<file path="config.mk">
export PLATFORM = sky130hd
export DESIGN_NAME = c_element_join
export DESIGN_NICKNAME = d
export VERILOG_FILES = /design/src/rtl/c_element_join.sv
export SDC_FILE = /design/constraint.sdc
export NUM_CORES = 1
export LEC_CHECK = 0
export ABC_CLOCK_PERIOD_IN_PS = 1400
export BUFFER_PORTS_ARGS = -buffer_cell sky130_fd_sc_hd__buf_2
export CELL_PAD_IN_SITES_DETAIL_PLACEMENT = 0
export CELL_PAD_IN_SITES_GLOBAL_PLACEMENT = 2
export CORE_ASPECT_RATIO = 1.25
export CORE_MARGIN = 2
export CORE_UTILIZATION = 27
export CTS_CLUSTER_SIZE = 20
export DETAILED_ROUTE_END_ITERATION = 12
export PLACE_DENSITY_LB_ADDON = 0.05
export SKIP_CTS_REPAIR_TIMING = 1
export SLEW_MARGIN = 10
export SYNTH_ARGS = -nofsm -noshare
export SYNTH_HDL_FRONTEND = slang
export SYNTH_SLANG_ARGS = --single-unit
</file>
<file path="constraint.sdc">
create_clock -name clk -period 1.4 [get_ports clk]
set_input_delay 0.07 -clock clk [delete_from_list [all_inputs] [get_ports clk]]
set_output_delay 0.07 -clock clk [all_outputs]
set_load 0.02 [all_outputs]
</file>
<file path="src/rtl/c_element_join.sv">
// c_element_join: clocked 4-phase join of N request lanes (C-element behaviour).
// Ports: clk, rst (sync, active-high), in[N] async requests, mask[N] lane
//   enables, ack_i downstream ack, err_clr; out joined request, ack_o lane ack,
//   err sticky protocol flag, count completed 4-phase cycles (wraps).
module c_element_join #(
    parameter int   N           = 2,
    parameter int   SYNC_STAGES = 2,
    parameter logic INIT        = 1'b0,
    parameter int   CNT_W       = 8
) (
    input  logic             clk,
    input  logic             rst,
    input  logic [N-1:0]     in,
    input  logic [N-1:0]     mask,
    input  logic             ack_i,
    input  logic             err_clr,
    output logic             out,
    output logic             ack_o,
    output logic             err,
    output logic [CNT_W-1:0] count
);

    // Encoding chosen so out = state[0] and ack_o = state[1]; both come
    // straight from the state register with no decode glitches.
    typedef enum logic [1:0] {
        IDLE  = 2'b00,
        RISE  = 2'b01,
        ACKED = 2'b11,
        FALL  = 2'b10
    } state_t;

    localparam state_t RST_STATE = INIT ? ACKED : IDLE;

    state_t           state_q;
    state_t           state_d;
    logic             err_q;
    logic             err_d;
    logic [CNT_W-1:0] cnt_q;
    logic [CNT_W-1:0] cnt_d;

    logic [N-1:0]     s;
    logic             any_en;
    logic             any_lo;
    logic             any_hi;
    logic             all_hi;
    logic             all_lo;

    // Per-lane synchronizers for the asynchronous request levels.
    generate
        if (SYNC_STAGES == 0) begin : g_nosync
            assign s = in;
        end else begin : g_sync
            logic [N-1:0] sq [SYNC_STAGES];

            always_ff @(posedge clk) begin
                if (rst) begin
                    for (int i = 0; i < SYNC_STAGES; i++) begin
                        sq[i] <= {N{INIT}};
                    end
                end else begin
                    sq[0] <= in;
                    for (int i = 1; i < SYNC_STAGES; i++) begin
                        sq[i] <= sq[i-1];
                    end
                end
            end

            assign s = sq[SYNC_STAGES-1];
        end
    endgenerate

    // Masked-off lanes never block either phase; an all-zero mask makes
    // both conditions false so the handshake freezes.
    assign any_en = |mask;
    assign any_lo = |(~s & mask);
    assign any_hi = |(s & mask);
    assign all_hi = any_en & ~any_lo;
    assign all_lo = any_en & ~any_hi;

    always_comb begin
        state_d = state_q;
        err_d   = err_q & ~err_clr;
        cnt_d   = cnt_q;
        unique case (state_q)
            IDLE: begin
                if (all_hi) state_d = RISE;
            end
            RISE: begin
                if (ack_i)       state_d = ACKED;
                else if (any_lo) err_d   = 1'b1;
            end
            ACKED: begin
                if (all_lo) state_d = FALL;
            end
            FALL: begin
                if (!ack_i) begin
                    state_d = IDLE;
                    cnt_d   = cnt_q + 1'b1;
                end else if (any_hi) begin
                    err_d = 1'b1;
                end
            end
            default: state_d = RST_STATE;
        endcase
    end

    always_ff @(posedge clk) begin
        if (rst) begin
            state_q <= RST_STATE;
            err_q   <= 1'b0;
            cnt_q   <= '0;
        end else begin
            state_q <= state_d;
            err_q   <= err_d;
            cnt_q   <= cnt_d;
        end
    end

    assign out   = state_q[0];
    assign ack_o = state_q[1];
    assign err   = err_q;
    assign count = cnt_q;

endmodule
</file>
==> results.cfg, run 1 <==
[run_status]
outcome = complete, but fails checks
failed_checks = negative hold slack

[timing]
setup_violations = 0
clock_skew_ns = 0.00194
hold_viol_final = 1
worst_pin_slew_ns = 0.324
fmax_mhz = 735
drv_slew = 0
rsz0062_at_grt = yes
slew_headroom = 0.784
fin_crit_ns = 1.36
holdWs_ns = -0.00440
fin_crit_sh = 0.972

[setup_path]
cpPeakStageDelay_ns = 0.39
critical_path_class = reg -> reg
crit_cells = 6
path_buf_inv = 1
r2r-end = state_q[0]$_SDFFE_PP0P_
critPathCaptureType = flip-flop
cp_data_arrival_time_ns = 1.53
r2r_cells = 6
cp_max_fo = 3
r2r-start = state_q[1]$_SDFFE_PP0P_
crit_chain = inv_4 -> ha_4 -> nor2b_4 -> a221oi_2 -> and3_4 -> a211oi_2
cp.required_ns = 1.56
worstSetupStartpointType = flip-flop
rrSetupSlack_ns = 0.04
crit_path_top_delay_cell = dfxtp_4
path_delay_family = flip-flops

[detailed_routing]
drt_pass1_iterations = 3
wire_per_inst_um = 11.4
drcViolationCount = 0
vias = 623
first_iter_violations = 10
wirelength_um = 1600
detail-route-antenna-nets = 0
vias_per_cell = 4.45

[final_layout]
drive_gt1_frac = 0.425
utilization = 0.389
finish.instance_area_um2 = 1020
num_antenna_cells = 0
area_growth_pct = 39.2
fill_cells = 282
finalNonFillerCells = 140
nets = 121

[power]
cellLeakagePower_nw = 0.457
internal-power_uw = 663
clkPwrFrac = 0.267
worst_ir_drop_vdd_mv = 0.433
p_sw_uw = 269
power_frac_seq = 0.493
pwr-share-comb = 0.240
swShare = 0.289
cellPowerDensity_nw_per_um2 = 912

[place]
finalWeightedCongestion = 0.754
postPlaceCellArea_um2 = 918
portBuffers = 18
dp_hpwl_um = 1230
dp.cells = 134

[clock_network]
clock_latency_ns = 0.28
clockBufferDepth = 2
cts_tree = done
numCtsBuffers = 3
cts_sinks = 15
clk_pin_slew_ns = 0.09
h-tree-depth = 1
root_buffer = clkbuf_4

[synth]
ys_ff_latch = 15
synth_nets = 91
synth_area_um2 = 734
seq_area_frac_synth = 0.409
yosys_warnings = 0
yosysUniqueCellTypes = 26
avgSynthCellArea_um2 = 9.54
syn_inst = 77

[grt]
antenna_found_initial = 0
grt_overflow = 0
track_usage = 0.116
grt_max_degree = 17
grt_pass1_vias = 625
grt_pass1_wl_um = 2680

[worst_hold_path]
min_path_type = in -> reg
holdCritStartpoint = in[0]
hold_path_end = g_sync.sq[0][0]$_SDFF_PP0_
min_path_cells = 2

[job]
drv_cap = 0

[floorplanning]
pin_count = 19
die_width_um = 50.7
start_util = 0.280
rows = 21
dieArea_um2 = 3160
core_um2 = 2630
fp.dieH_um = 62.3
[power by group through the flow]
stage / Sequential [mW] / Clock [mW] / Combinational (mW)
finish: 0.459 / 0.249 / 0.224
global route: 0.461 / 0.295 / 0.252
CTS: 0.453 / 0.266 / 0.201
detailed placement: 0.463 / 0 / 0.201
global placement: 0.461 / 0 / 0.202
floorplan: 0.475 / 0 / 0.107
[Yosys cell counts, drive strengths merged]
| library cell | count | share of area |
|---|---|---|
| o31ai | 1 | 0.017 |
| buf | 1 | 0.010 |
| dfxtp | 15 | 0.41 |
| nor2b | 6 | 0.051 |
| nor3 | 1 | 0.0068 |
| nand2 | 2 | 0.010 |
| ha | 6 | 0.10 |
| nor2 | 11 | 0.056 |
| a21boi | 1 | 0.010 |
| nand4 | 5 | 0.043 |
| a22o | 1 | 0.014 |
| a221oi | 1 | 0.020 |
| xor2 | 6 | 0.072 |
| a21oi | 1 | 0.0068 |
| nand2b | 2 | 0.017 |
| a211oi | 1 | 0.017 |
| and3 | 4 | 0.034 |
| clkbuf | 1 | 0.0051 |
| xnor2 | 1 | 0.012 |
| mux2i | 1 | 0.014 |
| inv | 4 | 0.020 |
| o311ai | 1 | 0.012 |
| o21ai | 2 | 0.019 |
| a31oi | 1 | 0.0085 |
| a21bo | 1 | 0.014 |
[routing by layer]
metal	track usage	wire length, µm	up-vias
li1	-	-	324
met1	0.114	646	285
met2	0.215	873	12
met3	0.0216	62	2
met4	0.0709	19	0
met5	0	0	-
[state kept, by name (all words and copies together) (netlist names)]
| signal | flops |
|---|---|
| count | 8 |
| g_sync.sq | 4 |
| state_q | 2 |
| err | 1 |
[cell type report]
type | count | area (µm²) | area share
well taps | 34 | 42.5 | 0.0416
flip-flops and latches | 15 | 308 | 0.301
clock buffers | 3 | 22.5 | 0.0220
clock inverters | 1 | 5.00 | 0.00490
multi-input cells | 56 | 460 | 0.450
repair buffers | 27 | 164 | 0.160
inverters | 4 | 20.0 | 0.0196
[placed cells by master (no fill, tap or decap), types with 2 or more instances in the layout]
cell type,n
nand2_1,2
ha_4,2
inv_4,2
nor2_1,11
buf_4,7
nand2b_1,2
xor2_1,6
and3_1,3
nor2b_4,2
buf_2,18
inv_1,2
ha_1,4
dfxtp_1,13
nor2b_1,4
clkbuf_4,3
nand4_1,5
dfxtp_4,2
[worst max-delay path by stage]
stage | startpoint | end | slack, ns
2_1_floorplan | state_q[0]$_SDFFE_PP0P_ | state_q[0]$_SDFFE_PP0P_ | 0.009
3_3_place_gp | state_q[0]$_SDFFE_PP0P_ | count[5]$_SDFFE_PP0P_ | -0.04
3_5_place_dp | state_q[0]$_SDFFE_PP0P_ | count[5]$_SDFFE_PP0P_ | -0.04
4_1_cts | state_q[0]$_SDFFE_PP0P_ | count[5]$_SDFFE_PP0P_ | -0.08
5_1_grt | state_q[0]$_SDFFE_PP0P_ | count[7]$_SDFFE_PP0P_ | -0.03
6_report | state_q[1]$_SDFFE_PP0P_ | state_q[0]$_SDFFE_PP0P_ | 0.04
[logic make-up (layout without fill, tap and decap cells)]
kind of cell               Yosys count  after routing  synth area share
AOI/OAI and AO/OA                   11             11             0.138
adders and majority gates            6              6             0.102
buffers and inverters                6             35            0.0358
muxes                                1              1            0.0136
xor gates and xnor gates             7              7            0.0835
and+or+nand+nor                     31             31             0.218
DFF                                 15             15             0.409
[metrics by stage]
step	TNS [ns]	hold WS (ns)	worst slack (ns)	power, mW
after CTS	-0.301	-0.0157	-0.0766	0.920
after detailed placement	-0.126	0.291	-0.0376	0.664
final	0	-0.00440	0.0388	0.932
after global routing	-0.0638	0.00354	-0.0319	1.01
after global placement	-0.106	0.280	-0.0357	0.663
after floorplan	0	0.142	0.00928	0.581
(Power assumes the default switching activity.)
==> inputs of run 2 (changes only) <==
--- a/config.mk
+++ b/config.mk
@@ -10,7 +10,6 @@
 export CELL_PAD_IN_SITES_DETAIL_PLACEMENT = 0
 export CELL_PAD_IN_SITES_GLOBAL_PLACEMENT = 2
 export CORE_ASPECT_RATIO = 1.25
-export CORE_MARGIN = 2
 export CORE_UTILIZATION = 27
 export CTS_CLUSTER_SIZE = 20
 export DETAILED_ROUTE_END_ITERATION = 12
==> results.cfg, run 2 (synthesized netlist as in run 1, its figures left out) <==
[power]
worst_ir_drop_vdd_mv = 0.406
power_uw = 947
cellPowerDensity_nw_per_um2 = 910
cellLeakagePower_nw = 0.456

[grt]
antenna_found_initial = 0
grt_pass1_wl_um = 2530
track_usage = 0.116
grt_overflow = 0
grt_pass1_vias = 612
grt_max_degree = 17

[timing]
worst_pin_slew_ns = 0.329
hold_viol_final = 0
slew_headroom = 0.780
holdWs_ns = 0.0154
setup_ws_ns = -0.0176
rsz0062_at_grt = yes
fin_crit_sh = 1.01
setup_violations = 1
clock_skew_ns = 0.00582
fmax_mhz = 705
fin_crit_ns = 1.42
drv_slew = 0

[final_layout]
layout_common_cells = buf_2 (18), dfxtp_1 (13), nor2_1 (11), xor2_1 (6), buf_4 (6)
num_antenna_cells = 0
nets = 121
finalNonFillerCells = 139
drive_gt1_frac = 0.425
largest_reg_flops = 8
utilization = 0.416
final_common_cell = buf_2
area_growth_pct = 41.7

[floorplanning]
pin_count = 19
rows = 20
start_util = 0.293
core_um2 = 2500
die_width_um = 48.7
fp.dieH_um = 60.3
dieArea_um2 = 2930

[job]
drv_cap = 0

[detailed_routing]
detail-route-antenna-nets = 0
drt_pass1_iterations = 4
vias = 628
wire_per_inst_um = 11.4
wirelength_um = 1580
first_iter_violations = 7
drcViolationCount = 0
vias_per_cell = 4.52

[setup_path]
crit_chain = inv_4 -> ha_2 -> a21bo_1 -> and3_4 -> o31ai_4
critPathCaptureType = flip-flop
critical_path_class = reg -> reg
path_delay_family = compound AO/OA/AOI/OAI gates
path_buf_inv = 1
crit_path_top_delay_cell = dfxtp_4
worstSetupStartpointType = flip-flop
cp_data_arrival_time_ns = 1.61
cp.required_ns = 1.59
cpPeakStageDelay_ns = 0.38
cp_max_fo = 4

[place]
dp.cells = 132
finalWeightedCongestion = 0.757
portBuffers = 18

[clock_network]
numCtsBuffers = 3
clockBufferDepth = 2
clk_pin_slew_ns = 0.09
clock_latency_ns = 0.28
cts_tree = done
root_buffer = clkbuf_4
h-tree-depth = 1
cts_sinks = 15

[run_status]
failed_checks = negative setup slack
outcome = complete, but fails checks

[worst_hold_path]
min_path_type = in -> reg
==> run 2: cell type report <==
| type | instances | area [µm²] |
|---|---|---|
| clock buffer | 4 | 26.3 |
| fill | 274 | 1460 |
| inverter | 4 | 20.0 |
| multi-input combinational | 56 | 478 |
| sequential | 15 | 308 |
| tap | 33 | 41.3 |
| timing repair buffer | 27 | 168 |
==> run 2: final timing paths <==
check                                             endpoint                        from  slack, ns  cells past startpoint
worst min-delay path            g_sync.sq[0][0]$_SDFF_PP0_                       in[0]       0.02                      2
worst min register to register  g_sync.sq[0][2]$_SDFF_PP0_  g_sync.sq[0][0]$_SDFF_PP0_       0.44                      1
worst max register to register     state_q[1]$_SDFFE_PP0P_     state_q[0]$_SDFFE_PP0P_      -0.02                      5
worst max-delay path               state_q[1]$_SDFFE_PP0P_     state_q[0]$_SDFFE_PP0P_      -0.02                      5
==> run 2: through the flow <==
step	setup WS, ns	instance area, µm²	setup TNS [ns]
after detailed placement	-0.0298	910	-0.123
after global routing	-0.0663	1040	-0.133
after CTS	-0.0649	936	-0.338
final	-0.0176	1040	-0.0176
after floorplan	0.00928	744	0
after global placement	-0.0322	910	-0.150
==> run 2: layer usage <==
metal / up-vias / GRT usage / wire [µm]
li1: 322 / - / -
met1: 293 / 0.111 / 651
met2: 11 / 0.224 / 845
met3: 2 / 0.0204 / 63
met4: 0 / 0.0882 / 19
met5: - / 0 / 0
==> run 2: report_power, final <==
| group | internal [mW] | switching, mW | total, mW | leakage [nW] |
|---|---|---|---|---|
| registers | 0.443 | 0.0179 | 0.461 | 0.123 |
| logic | 0.122 | 0.122 | 0.244 | 0.317 |
| clock network | 0.110 | 0.132 | 0.243 | 0.0150 |
| total | 0.675 | 0.272 | 0.947 | 0.456 |
==> inputs of run 3 (changes only) <==
--- a/config.mk
+++ b/config.mk
@@ -10,6 +10,7 @@
 export CELL_PAD_IN_SITES_DETAIL_PLACEMENT = 0
 export CELL_PAD_IN_SITES_GLOBAL_PLACEMENT = 2
 export CORE_ASPECT_RATIO = 1.25
+export CORE_MARGIN = 1.5
 export CORE_UTILIZATION = 27
 export CTS_CLUSTER_SIZE = 20
 export DETAILED_ROUTE_END_ITERATION = 12
==> results.cfg, run 3 (synthesized netlist as in run 1, its figures left out) <==
[timing]
fmax_mhz = 721
setup_violations = 0
drv_slew = 0
fin_crit_ns = 1.39
rsz0062_at_grt = yes
clock_skew_ns = 0.00389
hold_viol_final = 0
worst_pin_slew_ns = 0.333
slew_headroom = 0.778
fin_crit_sh = 0.990

[setup_path]
critPathCaptureType = flip-flop
cp.required_ns = 1.55
setup.worst_path.start = state_q[1]$_SDFFE_PP0P_
cp_data_arrival_time_ns = 1.54
r2r_cells = 5
cp_max_fo = 4
crit_chain = buf_6 -> ha_4 -> a221oi_4 -> and3_4 -> a211oi_2
worstSetupStartpointType = flip-flop
crit_cells = 5
crit_path_top_delay_cell = dfxtp_4
path_delay_family = flip-flops
cpPeakStageDelay_ns = 0.37
r2r-start = state_q[1]$_SDFFE_PP0P_
critical_path_class = reg -> reg
path_buf_inv = 1

[grt]
grt_pass1_wl_um = 2520
track_usage = 0.114
antenna_found_initial = 0
grt_overflow = 0
grt_max_degree = 17
grt_pass1_vias = 598

[run_status]
outcome = finished clean

[floorplanning]
dieArea_um2 = 3040
pin_count = 19
core_um2 = 2500
rows = 20
start_util = 0.293
die_width_um = 49.7
fp.dieH_um = 61.3

[place]
dp.cells = 132
dp_hpwl_um = 1200
finalWeightedCongestion = 0.742
portBuffers = 18

[detailed_routing]
wire_per_inst_um = 12.1
first_iter_violations = 7
detail-route-antenna-nets = 0
wirelength_um = 1680
drt_pass1_iterations = 3
vias = 625
vias_per_cell = 4.50
drcViolationCount = 0

[final_layout]
num_antenna_cells = 0
multi_input_area_um2 = 475
fill_cells = 278
drive_gt1_frac = 0.415
area_growth_pct = 41.1
regArea_um2 = 308
layout_common_cells = buf_2 (18), dfxtp_1 (13), nor2_1 (11), xor2_1 (6), buf_4 (6)
final_common_cell = buf_2
finalNonFillerCells = 139
largest_reg_flops = 8
nets = 121

[clock_network]
root_buffer = clkbuf_4
cts_tree = done
numCtsBuffers = 3
clk_pin_slew_ns = 0.08
h-tree-depth = 1
clockBufferDepth = 2
clock_latency_ns = 0.27
cts_sinks = 15

[worst_hold_path]
holdCritStartpoint = in[0]
min_path_cells = 2
min_path_type = in -> reg

[power]
cellPowerDensity_nw_per_um2 = 909
power_uw = 941
worst_ir_drop_vdd_mv = 0.466
cellLeakagePower_nw = 0.452

[job]
drv_cap = 0
-- run 3: cell types whose count changed in the layout (fill, tap and decap cells not counted) --
cell and change:
inv_2 +1, nand2_2 -1, nand2_1 +1, o311ai_0 +1, inv_4 -1, o311ai_1 -1
-- run 3: layout make-up --
cell class,count,area share
Tap cell,33,0.0399
Inverter,4,0.0169
Sequential cell,15,0.297
Clock buffer,4,0.0254
Timing Repair Buffer,27,0.162
Multi-Input combinational cell,56,0.459
-- run 3: worst paths after layout --
path	endpoint	slack, ns
hold reg to reg	g_sync.sq[0][2]$_SDFF_PP0_	0.44
hold / removal	g_sync.sq[0][0]$_SDFF_PP0_	0.01
setup reg to reg	state_q[0]$_SDFFE_PP0P_	0.01
setup / recovery	state_q[0]$_SDFFE_PP0P_	0.01
-- run 3: worst reg2reg max path: stages, from the launching register on --
cell and delay (ns):
dfxtp_4 0.37, buf_6 0.12, ha_4 0.17, a221oi_4 0.29
and3_4 0.26, a211oi_2 0.06
-- run 3: metal layers --
layer,vias to the layer above,track usage,part of all wire
met4,0,0.0833,0.011
met2,11,0.213,0.56
met1,289,0.114,0.40
met5,-,0,0
li1,323,-,-
met3,2,0.0243,0.032
-- run 3: where the power goes --
group | switching, mW | internal [mW]
Combinational | 0.125 | 0.123
Clock | 0.126 | 0.110
Sequential | 0.0147 | 0.443
-- run 3: stage by stage --
step | util | setup WS (ns) | hold WS [ns] | area, µm² | TNS (ns)
6_report | 0.414 | 0.0135 | 0.00978 | 1040 | 0
5_1_grt | 0.414 | -0.0791 | 0.0390 | 1040 | -0.361
4_1_cts | 0.374 | -0.0718 | 0.00149 | 936 | -0.360
3_3_place_gp | 0.364 | -0.0342 | 0.281 | 910 | -0.151
2_1_floorplan | - | 0.00928 | 0.142 | 744 | 0
3_5_place_dp | 0.364 | -0.0355 | 0.296 | 910 | -0.157
